File: config.mk
export PLATFORM = sky130hd
export DESIGN_NAME = dp_mem_param
export DESIGN_NICKNAME = d
export VERILOG_FILES = /design/src/rtl/dp_mem_param.sv
export SDC_FILE = /design/constraint.sdc
export NUM_CORES = 1
export LEC_CHECK = 0
export CORE_ASPECT_RATIO = 1.25
export CORE_MARGIN = 10
export CORE_UTILIZATION = 50
export CTS_BUF_LIST = sky130_fd_sc_hd__clkbuf_8 sky130_fd_sc_hd__clkbuf_16
export CTS_CLUSTER_SIZE = 20
export DETAILED_ROUTE_END_ITERATION = 7
export PLACE_DENSITY = 0.67
export SLEW_MARGIN = 20
export SYNTH_ARGS = -nofsm -noshare
export SYNTH_HDL_FRONTEND = slang
export SYNTH_SLANG_ARGS = --single-unit
File: constraint.sdc
create_clock -name clk -period 3.05 [get_ports clk]
set_clock_uncertainty 0.1 [all_clocks]
set_input_delay 0.4575 -clock clk [delete_from_list [all_inputs] [get_ports clk]]
set_output_delay 0.4575 -clock clk [all_outputs]
set_load 0.03 [all_outputs]
File: src/rtl/dp_mem_param.sv
// Parametrised 1W/1R RAM: byte enables, read-during-write forwarding, post-reset self-clear.
// Optional per-byte even parity storage and checking when DP_MEM_PARITY_EN is defined.
module dp_mem_param #(
  parameter int DATA_W = 32,
  parameter int DEPTH  = 16,
  parameter int ADDR_W = $clog2(DEPTH),
  parameter int RD_LAT = 1
) (
  input  logic                clk,
  input  logic                rst,
  input  logic                enb,
  input  logic                wr,
  input  logic [ADDR_W-1:0]   w_addr,
  input  logic [DATA_W-1:0]   w_data,
  input  logic [DATA_W/8-1:0] w_be,
  input  logic                par_inj,
  input  logic                rd,
  input  logic [ADDR_W-1:0]   r_addr,
  output logic [DATA_W-1:0]   r_data,
  output logic                r_valid,
  output logic                r_err,
  output logic                busy
);
  localparam int NB = DATA_W / 8;
`ifdef DP_MEM_PARITY_EN
  localparam int LANE_W = 9;
`else
  localparam int LANE_W = 8;
`endif
  localparam logic [ADDR_W:0]   DEPTH_X   = (ADDR_W+1)'(DEPTH);
  localparam logic [ADDR_W-1:0] LAST_ADDR = ADDR_W'(DEPTH - 1);

  typedef enum logic {CLEAR, RUN} state_t;
  state_t            state_reg, state_next;
  logic [ADDR_W-1:0] clr_ptr_reg, clr_ptr_next;

  always_comb begin
    state_next   = state_reg;
    clr_ptr_next = clr_ptr_reg;
    if (state_reg == CLEAR) begin
      clr_ptr_next = clr_ptr_reg + 1'b1;
      if (clr_ptr_reg == LAST_ADDR) begin
        state_next   = RUN;
        clr_ptr_next = '0;
      end
    end
  end

  always_ff @(posedge clk) begin
    if (rst) begin
      state_reg   <= CLEAR;
      clr_ptr_reg <= '0;
    end else begin
      state_reg   <= state_next;
      clr_ptr_reg <= clr_ptr_next;
    end
  end

  assign busy = (state_reg == CLEAR);

  logic              w_in_range, r_in_range, clr_we, wr_acc, rd_acc, fwd;
  logic [ADDR_W-1:0] lane_addr, r_idx;

  assign w_in_range = ({1'b0, w_addr} < DEPTH_X);
  assign r_in_range = ({1'b0, r_addr} < DEPTH_X);
  assign clr_we     = busy & ~rst;
  assign wr_acc     = ~busy & ~rst & enb & wr & w_in_range;
  assign rd_acc     = ~busy & ~rst & enb & rd;
  // An in-range write address matching implies the read address is in range too.
  assign fwd        = wr_acc & (w_addr == r_addr);
  assign lane_addr  = busy ? clr_ptr_reg : w_addr;
  assign r_idx      = r_in_range ? r_addr : '0;

  logic              s1_valid_reg, s1_oor_reg, s1_fwd_reg;
  logic [DATA_W-1:0] s1_wdata_reg;
  logic [NB-1:0]     s1_be_reg;

  always_ff @(posedge clk) begin
    if (rst) begin
      s1_valid_reg <= 1'b0;
      s1_oor_reg   <= 1'b0;
      s1_fwd_reg   <= 1'b0;
      s1_wdata_reg <= '0;
      s1_be_reg    <= '0;
    end else begin
      s1_valid_reg <= rd_acc;
      s1_oor_reg   <= ~r_in_range;
      s1_fwd_reg   <= fwd;
      s1_wdata_reg <= w_data;
      s1_be_reg    <= w_be;
    end
  end

  logic [DATA_W-1:0] s1_data;
  logic [NB-1:0]     par_bad;
  logic              s1_err;

  genvar gi;
  generate
    for (gi = 0; gi < NB; gi++) begin : g_lane
      logic [LANE_W-1:0] lane_mem [DEPTH];
      logic [LANE_W-1:0] lane_rd_reg;
      logic [LANE_W-1:0] lane_wdata;
      logic              lane_we;
      logic              use_new;
`ifdef DP_MEM_PARITY_EN
      logic inj;
      assign inj        = (gi == 0) ? par_inj : 1'b0;
      assign lane_wdata = busy ? '0 : {(^w_data[gi*8 +: 8]) ^ inj, w_data[gi*8 +: 8]};
      // Forwarded bytes carry fresh data, so their stale stored parity is irrelevant.
      assign par_bad[gi] = ~use_new & (^lane_rd_reg);
`else
      assign lane_wdata  = busy ? '0 : w_data[gi*8 +: 8];
      assign par_bad[gi] = 1'b0;
`endif
      assign lane_we = clr_we | (wr_acc & w_be[gi]);

      always_ff @(posedge clk) begin
        if (lane_we)
          lane_mem[lane_addr] <= lane_wdata;
        lane_rd_reg <= lane_mem[r_idx];
      end

      assign use_new = s1_fwd_reg & s1_be_reg[gi];
      assign s1_data[gi*8 +: 8] = s1_oor_reg ? 8'h00 :
                                  (use_new ? s1_wdata_reg[gi*8 +: 8] : lane_rd_reg[7:0]);
    end
  endgenerate

`ifndef DP_MEM_PARITY_EN
  logic unused_par_inj;
  assign unused_par_inj = par_inj;
`endif

  assign s1_err = s1_oor_reg | (|par_bad);

  logic              out_valid, out_err;
  logic [DATA_W-1:0] out_data;

  generate
    if (RD_LAT == 2) begin : g_lat2
      logic              s2_valid_reg, s2_err_reg;
      logic [DATA_W-1:0] s2_data_reg;
      always_ff @(posedge clk) begin
        if (rst) begin
          s2_valid_reg <= 1'b0;
          s2_err_reg   <= 1'b0;
          s2_data_reg  <= '0;
        end else begin
          s2_valid_reg <= s1_valid_reg;
          s2_err_reg   <= s1_err;
          s2_data_reg  <= s1_data;
        end
      end
      assign out_valid = s2_valid_reg;
      assign out_err   = s2_err_reg;
      assign out_data  = s2_data_reg;
    end else begin : g_lat1
      assign out_valid = s1_valid_reg;
      assign out_err   = s1_err;
      assign out_data  = s1_data;
    end
  endgenerate

  logic [DATA_W-1:0] r_data_reg;
  logic              r_valid_reg, r_err_reg;

  always_ff @(posedge clk) begin
    if (rst) begin
      r_data_reg  <= '0;
      r_valid_reg <= 1'b0;
      r_err_reg   <= 1'b0;
    end else begin
      r_valid_reg <= out_valid;
      if (out_valid) begin
        r_data_reg <= out_data;
        r_err_reg  <= out_err;
      end
    end
  end

  assign r_data  = r_data_reg;
  assign r_valid = r_valid_reg;
  assign r_err   = r_err_reg;
endmodule

After elaboration in Yosys (flattened, before gate mapping)
Memory sizes are Yosys's and may differ from the RTL's. A register that Yosys moved wholly into a read port is not among the register bits.
Index checks and enable logic that the tools add are counted.
- mux-type cells: 20
- bitwise gates (word level): 20
- equal/unequal tests: 2
- $add $sub $neg: 1
- operators with widths (cell ; count):
    $mux 8 ; 8
    $and 1x1->1 ; 14
    $mux 1 ; 10
    $mux 4 ; 2
    $add 4x1->4 const B ; 1
    $eq 4x4->1 ; 1
    $eq 4x4->1 const B ; 1
    $or 1x1->1 ; 4
    $not 1->1 ; 2
- bits in writable memories: 512
- memories: 4
- word-level logic and storage cells: 55
- output and inout bits: 35
- flip-flop bits (word level): 76
- input port bits: 50
- memories (name ; words ; bits a word ; rd ports ; clocked after memory_dff ; wr ports ; line ; source):
    g_lane[0].lane_mem ; 16 ; 8 ; 1 ; 1 ; 1 ; 101 ; logic [LANE_W-1:0] lane_mem [DEPTH];
    g_lane[1].lane_mem ; 16 ; 8 ; 1 ; 1 ; 1 ; 101 ;
    g_lane[2].lane_mem ; 16 ; 8 ; 1 ; 1 ; 1 ; 101 ;
    g_lane[3].lane_mem ; 16 ; 8 ; 1 ; 1 ; 1 ; 101 ;

Longest topological paths before layout
Gate-level depths: netlist of the first run.
- depth after elaboration: 8
- depth in mapped cells: 5
- gate-level depth less buffers: 4

Least setup slack after synthesis of the first run
OpenSTA, ideal clock, no wires.
- kind: flip-flop to flip-flop
- start point: reg state_reg
- end point: mem g_lane[0].lane_mem[0][0], enable pin
- stages on the path, launching flop included: 5
- arrival time: 1541 ps
- setup slack: 1039 ps
- library setup time: 370 ps
- path buffers: 1
- period minus slack after synthesis: 2011 ps
- cells stage by stage: dfxtp_1 -> clkbuf_1 -> nor3b_1 -> o22ai_1 -> nor2_1
- longest elaborated chain between the ends: 7
- elaborated cells between the ends (all ways): 10
- classes of those cells: mux (3); bitwise (7)
- ends and longest elaborated chain (element ; line ; source):
    start: declaration ; 34 ; state_t state_reg, state_next;
    start signal: assignment ; 54 ; state_reg <= state_next;
    $and 1x1->1 (3 in series) ; 67 ; assign wr_acc = ~busy & ~rst & enb & wr & w_in_range;
    $and 1x1->1 ; 116 ; assign lane_we = clr_we | (wr_acc & w_be[gi]);
    $or 1x1->1 ; 116 ;
    $mux 1 ; 119 ; if (lane_we)
    $mux 1 (implied by the code) ; 120 ; lane_mem[lane_addr] <= lane_wdata;
    end: declaration ; 101 ;
Several ways; a longest one is shown, not always the timed one.

Worst setup path in the final report of the first run
- start point: reg state_reg
- end point: out busy
- longest elaborated chain between the ends: 1
- ends and longest elaborated chain (element ; line ; source):
    $not 1->1 ; 59 ; assign busy = (state_reg == CLEAR);
    end: declaration ; 22 ; output logic busy
No other way between the ends.

==> metrics.yaml, run 1 <==
outcome: "finished, final reports clean"
hold_violations: 0
yosysSeqAreaShare_pct: 75.6
drv_cap: 0
path_class: "flop to primary output"
io_pins: 85
nNetsFinal: 1422
stdcell_area_mm2: 0.0267
ctsResizeCount: 0
synthTopCellsByArea: "edfxtp_1 (66%), mux4_2 (12%), dfxtp_1 (9.3%), a22oi_1 (2.1%), nor2_1 (1.6%)"
regArea_mm2: 0.0175
clock_sinks: 620
die_area_mm2: 0.0554
dp_hpwl_um: 30900
num_vias: 11576
ant_nets: 0
drtIter0Drc: 900
start_util_pct: 50.4
via_per_inst: 5.78
setup_ws_ps: 160
worstMarginPinSlew_ps: 928
place_ws_ps: 109
diodes: 0
synth_cells: 1258
routed_wl_um: 46800
period_minus_slack_ps: 2890
cts.root.buffer_cell: "clkbuf_16"
wire_per_inst_um: 23.4
top_register: "g_lane.lane_mem"
nFillCells: 3476
path_cells: "buf_4 > inv_1 > clkdlybuf4s50_1"
htree_levels: 2
drive_above_1_share_pct: 19.1
die_w_um: 213
core-area_mm2: 0.0460
worst_hold_path_type: "input pin to flop"
synthToLayoutAreaGrowth_pct: 15.0
clock_latency_ps: 580
fp-row-count: 88
antenna_found_initial: 0
drtPass1Iterations: 6
cp.buffers_inverters: 3
holdBufCountCts: 0
synth-edff-count: 512
synth_ff_type: "edfxtp_1"
clk_path_buf_depth: 3
syn_nets: 1309
fin_crit_sh_pct: 94.8
crit_path_end_kind: "primary output"
numCtsBuffers: 57
ys_types: 32
routabilityCongestion: 0.801
finalSetupTns_ps: 0
synth_area_mm2: 0.0232
max_freq_mhz: 346
rsz0062_at_grt: "false"
die_h_um: 261
slew_viol_final: 0
cpLargestDelayFamily: "buffers and inverters"
cp.required_ps: 2490
avgSynthCellArea_um2: 18.4
io_buffers: 82
slew_headroom_pct: 37.9
cts_tree: "yes"
yosys-top-cells-count: "edfxtp_1 (512), mux4_2 (128), dfxtp_1 (108)"
yosysTopAreaCellShare_pct: 66.3
clkSlewWorstSetupHoldPaths_ps: 60
largest_reg_flops: 512
grt_util_all_layers_pct: 17.2
synthArstFlopShare_pct: 0
grt_pass1_wl_um: 72800
yosysMostFrequentCell: "edfxtp_1"
critPathArrivalTime_ps: 2330
place_area_mm2: 0.0248
multiInputGateArea_mm2: 0.00532
ir_drop_mv: 0.445
ys_ff_latch: 620
slowest_delay_ps: 640
grt_max_degree: 66
total_power_mw: 16.8
drc: 0
power_density_mw_per_mm2: 631
yosysTopAreaCell: "edfxtp_1"
yosys_warnings: 0
startpoint_type: "flop"
gr-total-overflow: 0
power_leakage_nw: 8.63
cts_setup_buffers: 0
cpMaxStageDelayCell: "dfxtp_2"
crit_fanout: 28
setup_viol: 0
grt_pass1_vias: 12389
-- routing by layer --
metal | wire (um) | track usage (%)
met3 | 2910 | 3.42
met2 | 24200 | 29.9
met1 | 18800 | 21.7
met5 | 0 | 0
met4 | 829 | 4.21
-- cells by family after synthesis --
logic type	share of synthesized area [%]
DFF	75.6
and+or+nand+nor	6.18
muxes	12.5
AOI/OAI and AO/OA	3.99
buffers and inverters	1.46
xor gates and xnor gates	0.189
adders and majority gates	0.0540
other	0.0162
-- stage by stage --
stage / std cells / util [%] / hold WS (ps)
final: 2002 / 57.9 / 192
after global routing: 2002 / 57.9 / 199
after CTS: 2002 / 57.9 / 177
after detailed placement: 1897 / 54.0 / 361
after global placement: 1897 / 54.0 / 348
after floorplan: 1258 / - / 344
-- worst reg2reg max path: cells and delay by family, from the launching register on --
| family | cells | cell delay [ps] |
|---|---|---|
| compound gates | 1 | 260 |
| flops | 1 | 640 |
| simple gates | 2 | 1240 |
-- placed cells by master, fill, tap and decap left out, drive strengths merged, types with 3 or more instances in the layout --
master	Yosys	layout
edfxtp	512	512
mux4	128	128
dfxtp	108	108
nor2	100	100
clkdlybuf4s50	0	79
nand2	69	69
clkbuf	47	67
a22oi	64	64
buf	31	52
nor2b	41	41
nand3	37	37
and2	33	33
a311oi	33	33
clkinv	0	18
inv	1	17
o22ai	16	16
nor3b	6	6
and3b	6	6
a21o	4	4
a21oi	4	4
bufinv	0	4
and3	3	3
xor2	3	3
-- final timing paths --
path | from | endpoint | slack, ps | cells after the start
max | state_reg | busy | 160 | 3
min | rst | s1_wdata_reg[9] | 190 | 2
max reg2reg | state_reg | g_lane[3].lane_mem[4][5] | 420 | 3
min reg2reg | g_lane[2].lane_rd_reg[4] | r_data[20] | 360 | 2
-- power by group --
part / internal, mW / switching, mW
Clock: 3.94 / 2.89
Sequential: 9.22 / 0.0556
Combinational: 0.341 / 0.385
-- area by class of cell --
type                    count  share of cell area (%)
flip-flops and latches    620                    65.8
multi-input cells         559                    19.9
repair buffers            132                    4.67
inverters                   1                  0.0141
well taps                 585                    2.74
clock inverters            39                    1.03
clock buffers              66                    5.81
No activity file was read; power rests on OpenSTA's default activity.
==> run 2: changes to the inputs <==
- CELL_PAD_IN_SITES_DETAIL_PLACEMENT: unset -> 1
- CELL_PAD_IN_SITES_GLOBAL_PLACEMENT: unset -> 2
- PLACE_DENSITY: 0.67 -> unset
- PLACE_DENSITY_LB_ADDON: unset -> 0.1
==> run 2 against run 1 <==
Net effect: clock power rose by 4.7%; global-route usage grew 2.0 points; worst setup slack improved by 84 ps; highest routed layer unchanged; sequential power about the same; wire length rose by 11%; maximum frequency up 3.0%; final area is 0.51% higher; critical path depth unchanged; non-clock buffer count increased by 7.
==> metrics.yaml, run 2 (synthesis results as in run 1) <==
top_register: "g_lane.lane_mem"
ir_drop_mv: 0.459
finalSetupTns_ps: 0
cts.root.buffer_cell: "clkbuf_16"
grt_max_degree: 56
grt_util_all_layers_pct: 19.2
drv_cap: 0
die_w_um: 213
numCtsBuffers: 57
cp.required_ps: 2490
clock_sinks: 620
fp-row-count: 88
htree_levels: 2
power_leakage_nw: 8.67
routed_wl_um: 51900
wire_per_inst_um: 25.8
num_vias: 11710
slowest_delay_ps: 620
min_delay_worst_endpoint: "clr_ptr_reg[0]"
period_minus_slack_ps: 2810
ctsResizeCount: 0
cpMaxStageDelayCell: "clkdlybuf4s50_1"
via_per_inst: 5.82
critPathArrivalTime_ps: 2250
holdPathStages: 2
start_util_pct: 50.4
synthToLayoutAreaGrowth_pct: 15.6
nNetsFinal: 1429
r2r-end: "g_lane[3].lane_mem[5][0]"
antenna_found_initial: 1
crit_path_end_kind: "primary output"
outcome: "finished, final reports clean"
final_common_cell: "edfxtp_1"
drive_above_1_share_pct: 19.5
worstHoldStart: "rst"
grt_pass1_wl_um: 79600
drtPass1Iterations: 5
ant_nets: 0
path_class: "flop to primary output"
crit_fanout: 27
holdBufCountCts: 0
path_cells: "buf_4 > inv_1 > clkdlybuf4s50_1"
largest_reg_flops: 512
max_freq_mhz: 356
grt_pass1_vias: 12903
gr-total-overflow: 0
clk_path_buf_depth: 3
rsz0062_at_grt: "false"
clock_latency_ps: 620
hold_violations: 0
dp.cells: 1904
worstMarginPinSlew_ps: 922
r2r-start: "clr_ptr_reg[0]"
core-area_mm2: 0.0460
final_cell_mix: "edfxtp_1 (512), mux4_2 (128), dfxtp_1 (105)"
slew_viol_final: 0
startpoint_type: "flop"
r2r_cells: 3
r2r_slack_ps: 410
drtIter0Drc: 754
fin_crit_sh_pct: 92.0
dp_hpwl_um: 34900
utilization_pct: 58.2
worst_hold_path_type: "input pin to flop"
power_density_mw_per_mm2: 641
io_buffers: 82
io_pins: 85
hold_ws_ps: 245
cts_tree: "yes"
clkSlewWorstSetupHoldPaths_ps: 60
cts_setup_buffers: 0
drc: 0
die_h_um: 261
setup_viol: 0
routabilityCongestion: 0.747
die_area_mm2: 0.0554
final-instance-count-excl-fill: 2012
slew_headroom_pct: 38.3
run 2: cell type report:
| class | instances | area [um2] |
|---|---|---|
| diodes | 1 | 2.50 |
| clock buffers | 61 | 1500 |
| clock inverters | 46 | 389 |
| fillers | 4041 | 19200 |
| inverters | 1 | 3.75 |
| multi-input cells | 559 | 5320 |
| flip-flops and latches | 620 | 17500 |
| well taps | 585 | 732 |
| repair buffers | 139 | 1310 |
run 2: power by group:
| part | internal (mW) | switching (mW) | leakage, nW |
|---|---|---|---|
| clock | 4.13 | 3.02 | 0.959 |
| sequential | 9.22 | 0.0593 | 5.41 |
| combinational | 0.344 | 0.401 | 2.30 |
run 2: how the worst max path moves through the flow:
stage                     startpoint                        to  cells after the start
final                      state_reg                      busy                      3
after global routing       state_reg                      busy                      3
after CTS                  state_reg                      busy                      3
after detailed placement   w_addr[3]  g_lane[3].lane_mem[5][5]                      4
after global placement            wr  g_lane[3].lane_mem[6][2]                      4
after floorplan            state_reg  g_lane[0].lane_mem[0][0]                      4
run 2: per-layer routing:
metal	GRT usage (%)	routed length, um
met2	33.9	27400
met1	24.0	20900
met5	0	0
met3	3.48	2540
met4	4.85	1020
run 2: per-stage QoR:
stage	setup WS [ps]	instance area [um2]	total power, mW
floorplan	1040	23200	9.91
global placement	181	24900	10.2
detailed placement	106	24900	10.2
CTS	226	26800	17.4
global route	142	26800	17.8
finish	244	26800	17.2
run 2: worst max-delay path: cells and delay by family, from the launching register on:
family,cells,cell delay (ps)
DFF,1,480
buffers and inverters,3,1150
==> run 3: changes to the inputs <==
- CORE_MARGIN: 10 -> unset
- CTS_CLUSTER_SIZE: 20 -> 30
- HOLD_SLACK_MARGIN: unset -> 0.08
==> run 3 against run 2 <==
Net effect: sequential cell count unchanged; wire length down 0.14%; hold slack worse by 34 ps; sequential share of layout area down 0.54 points; via count unchanged; critical endpoint unchanged.
==> metrics.yaml, run 3 (synthesis results as in run 1) <==
die_w_um: 195
top_layer: "met5"
gr-total-overflow: 0
crit_fanout: 26
wirelength_met1_um: 21200
num_vias: 11710
grt_max_degree: 46
cts_tree: "yes"
final-instance-count-excl-fill: 2013
slew_headroom_pct: 37.1
top_register: "g_lane.lane_mem"
critPathArrivalTime_ps: 2340
wl_met3_um: 2430
setup_viol: 0
cts_setup_buffers: 0
antenna_found_initial: 2
via_per_inst: 5.82
power_density_mw_per_mm2: 654
power_leakage_nw: 8.80
die_area_mm2: 0.0472
grt_pass1_wl_um: 78800
worst_hold_path_type: "input pin to flop"
clock_sinks: 620
startpoint_type: "flop"
crit_path_end_kind: "primary output"
slew_viol_final: 0
ir_drop_mv: 0.486
holdBufCountCts: 0
seq_power_share_pct: 52.5
ctsResizeCount: 0
cp.buffers_inverters: 3
nNetsFinal: 1437
clk_path_buf_depth: 3
outcome: "finished, final reports clean"
drtPass1Iterations: 5
drc: 0
routed-wl-met2_um: 27300
r2r_cells: 3
grt_pass1_vias: 12763
switchingPower_mw: 3.53
hold_violations: 0
fin_crit_sh_pct: 94.9
die_h_um: 243
core-area_mm2: 0.0454
worstMarginPinSlew_ps: 940
cp.required_ps: 2490
drtIter0Drc: 780
cpLargestDelayFamily: "buffers and inverters"
io_buffers: 82
dp.cells: 1904
ant_nets: 0
io_pins: 85
cts.root.buffer_cell: "clkbuf_16"
drive_above_1_share_pct: 20.7
fp-row-count: 87
holdPathStages: 2
r2r_slack_ps: 310
final_common_cell: "edfxtp_1"
wire_per_inst_um: 25.7
max_freq_mhz: 346
p_clk_share_pct: 43.2
cpMaxStageDelayCell: "clkdlybuf4s50_1"
slowest_delay_ps: 620
routed_wl_um: 51800
path_class: "flop to primary output"
p_comb_share_pct: 4.3
numCtsBuffers: 58
diodes: 0
routabilityCongestion: 0.785
final_cell_mix: "edfxtp_1 (512), mux4_2 (128), dfxtp_1 (105)"
switching_share_pct: 20.0
path_depth: 3
clkSlewWorstSetupHoldPaths_ps: 70
largest_reg_flops: 512
htree_levels: 2
clock_latency_ps: 610
dp_hpwl_um: 34100
path_cells: "buf_4 > inv_1 > clkdlybuf4s50_1"
drv_cap: 0
period_minus_slack_ps: 2890
grt_util_all_layers_pct: 22.7
finalSetupTns_ps: 0
synthToLayoutAreaGrowth_pct: 16.5
intPower_mw: 14.1
rsz0062_at_grt: "false"
start_util_pct: 51.1
==> run 3: worst paths after layout <==
kind / startpoint / endpoint
setup / recovery: state_reg / busy
hold / removal: rst / s1_be_reg[0]
setup reg to reg: clr_ptr_reg[2] / g_lane[3].lane_mem[7][1]
hold reg to reg: g_lane[2].lane_rd_reg[4] / r_data[20]
==> run 3: stage by stage <==
stage / setup WS (ps) / power [mW] / util (%) / hold WS, ps / area (um2)
6_report: 157 / 17.7 / 59.5 / 210 / 27000
4_1_cts: 99.9 / 17.9 / 59.5 / 188 / 27000
3_3_place_gp: 184 / 10.2 / 55.0 / 354 / 25000
5_1_grt: 27.2 / 18.2 / 59.5 / 214 / 27000
3_5_place_dp: 117 / 10.2 / 55.0 / 355 / 25000
2_1_floorplan: 1040 / 9.91 / - / 344 / 23200
==> run 3: per-layer routing <==
metal	track usage, %	up-vias
met3	3.85	69
li1	-	5251
met4	5.28	4
met5	0	-
met1	29.0	6128
met2	40.3	258
==> run 3: layout make-up <==
cell class	count	area, um2
timing repair buffer	146	1380
multi-input combinational	559	5320
sequential	620	17500
inverter	1	3.75
clock buffer	70	1640
tap	578	723
clock inverter	39	424
fill	3932	18400
==> run 3: power by group through the flow <==
stage | Clock, mW | Combinational (mW) | Sequential, mW
finish | 7.64 | 0.758 | 9.27
global route | 8.07 | 0.818 | 9.28
CTS | 7.81 | 0.773 | 9.28
detailed placement | 0 | 0.767 | 9.46
global placement | 0 | 0.757 | 9.45
floorplan | 0 | 0.480 | 9.43
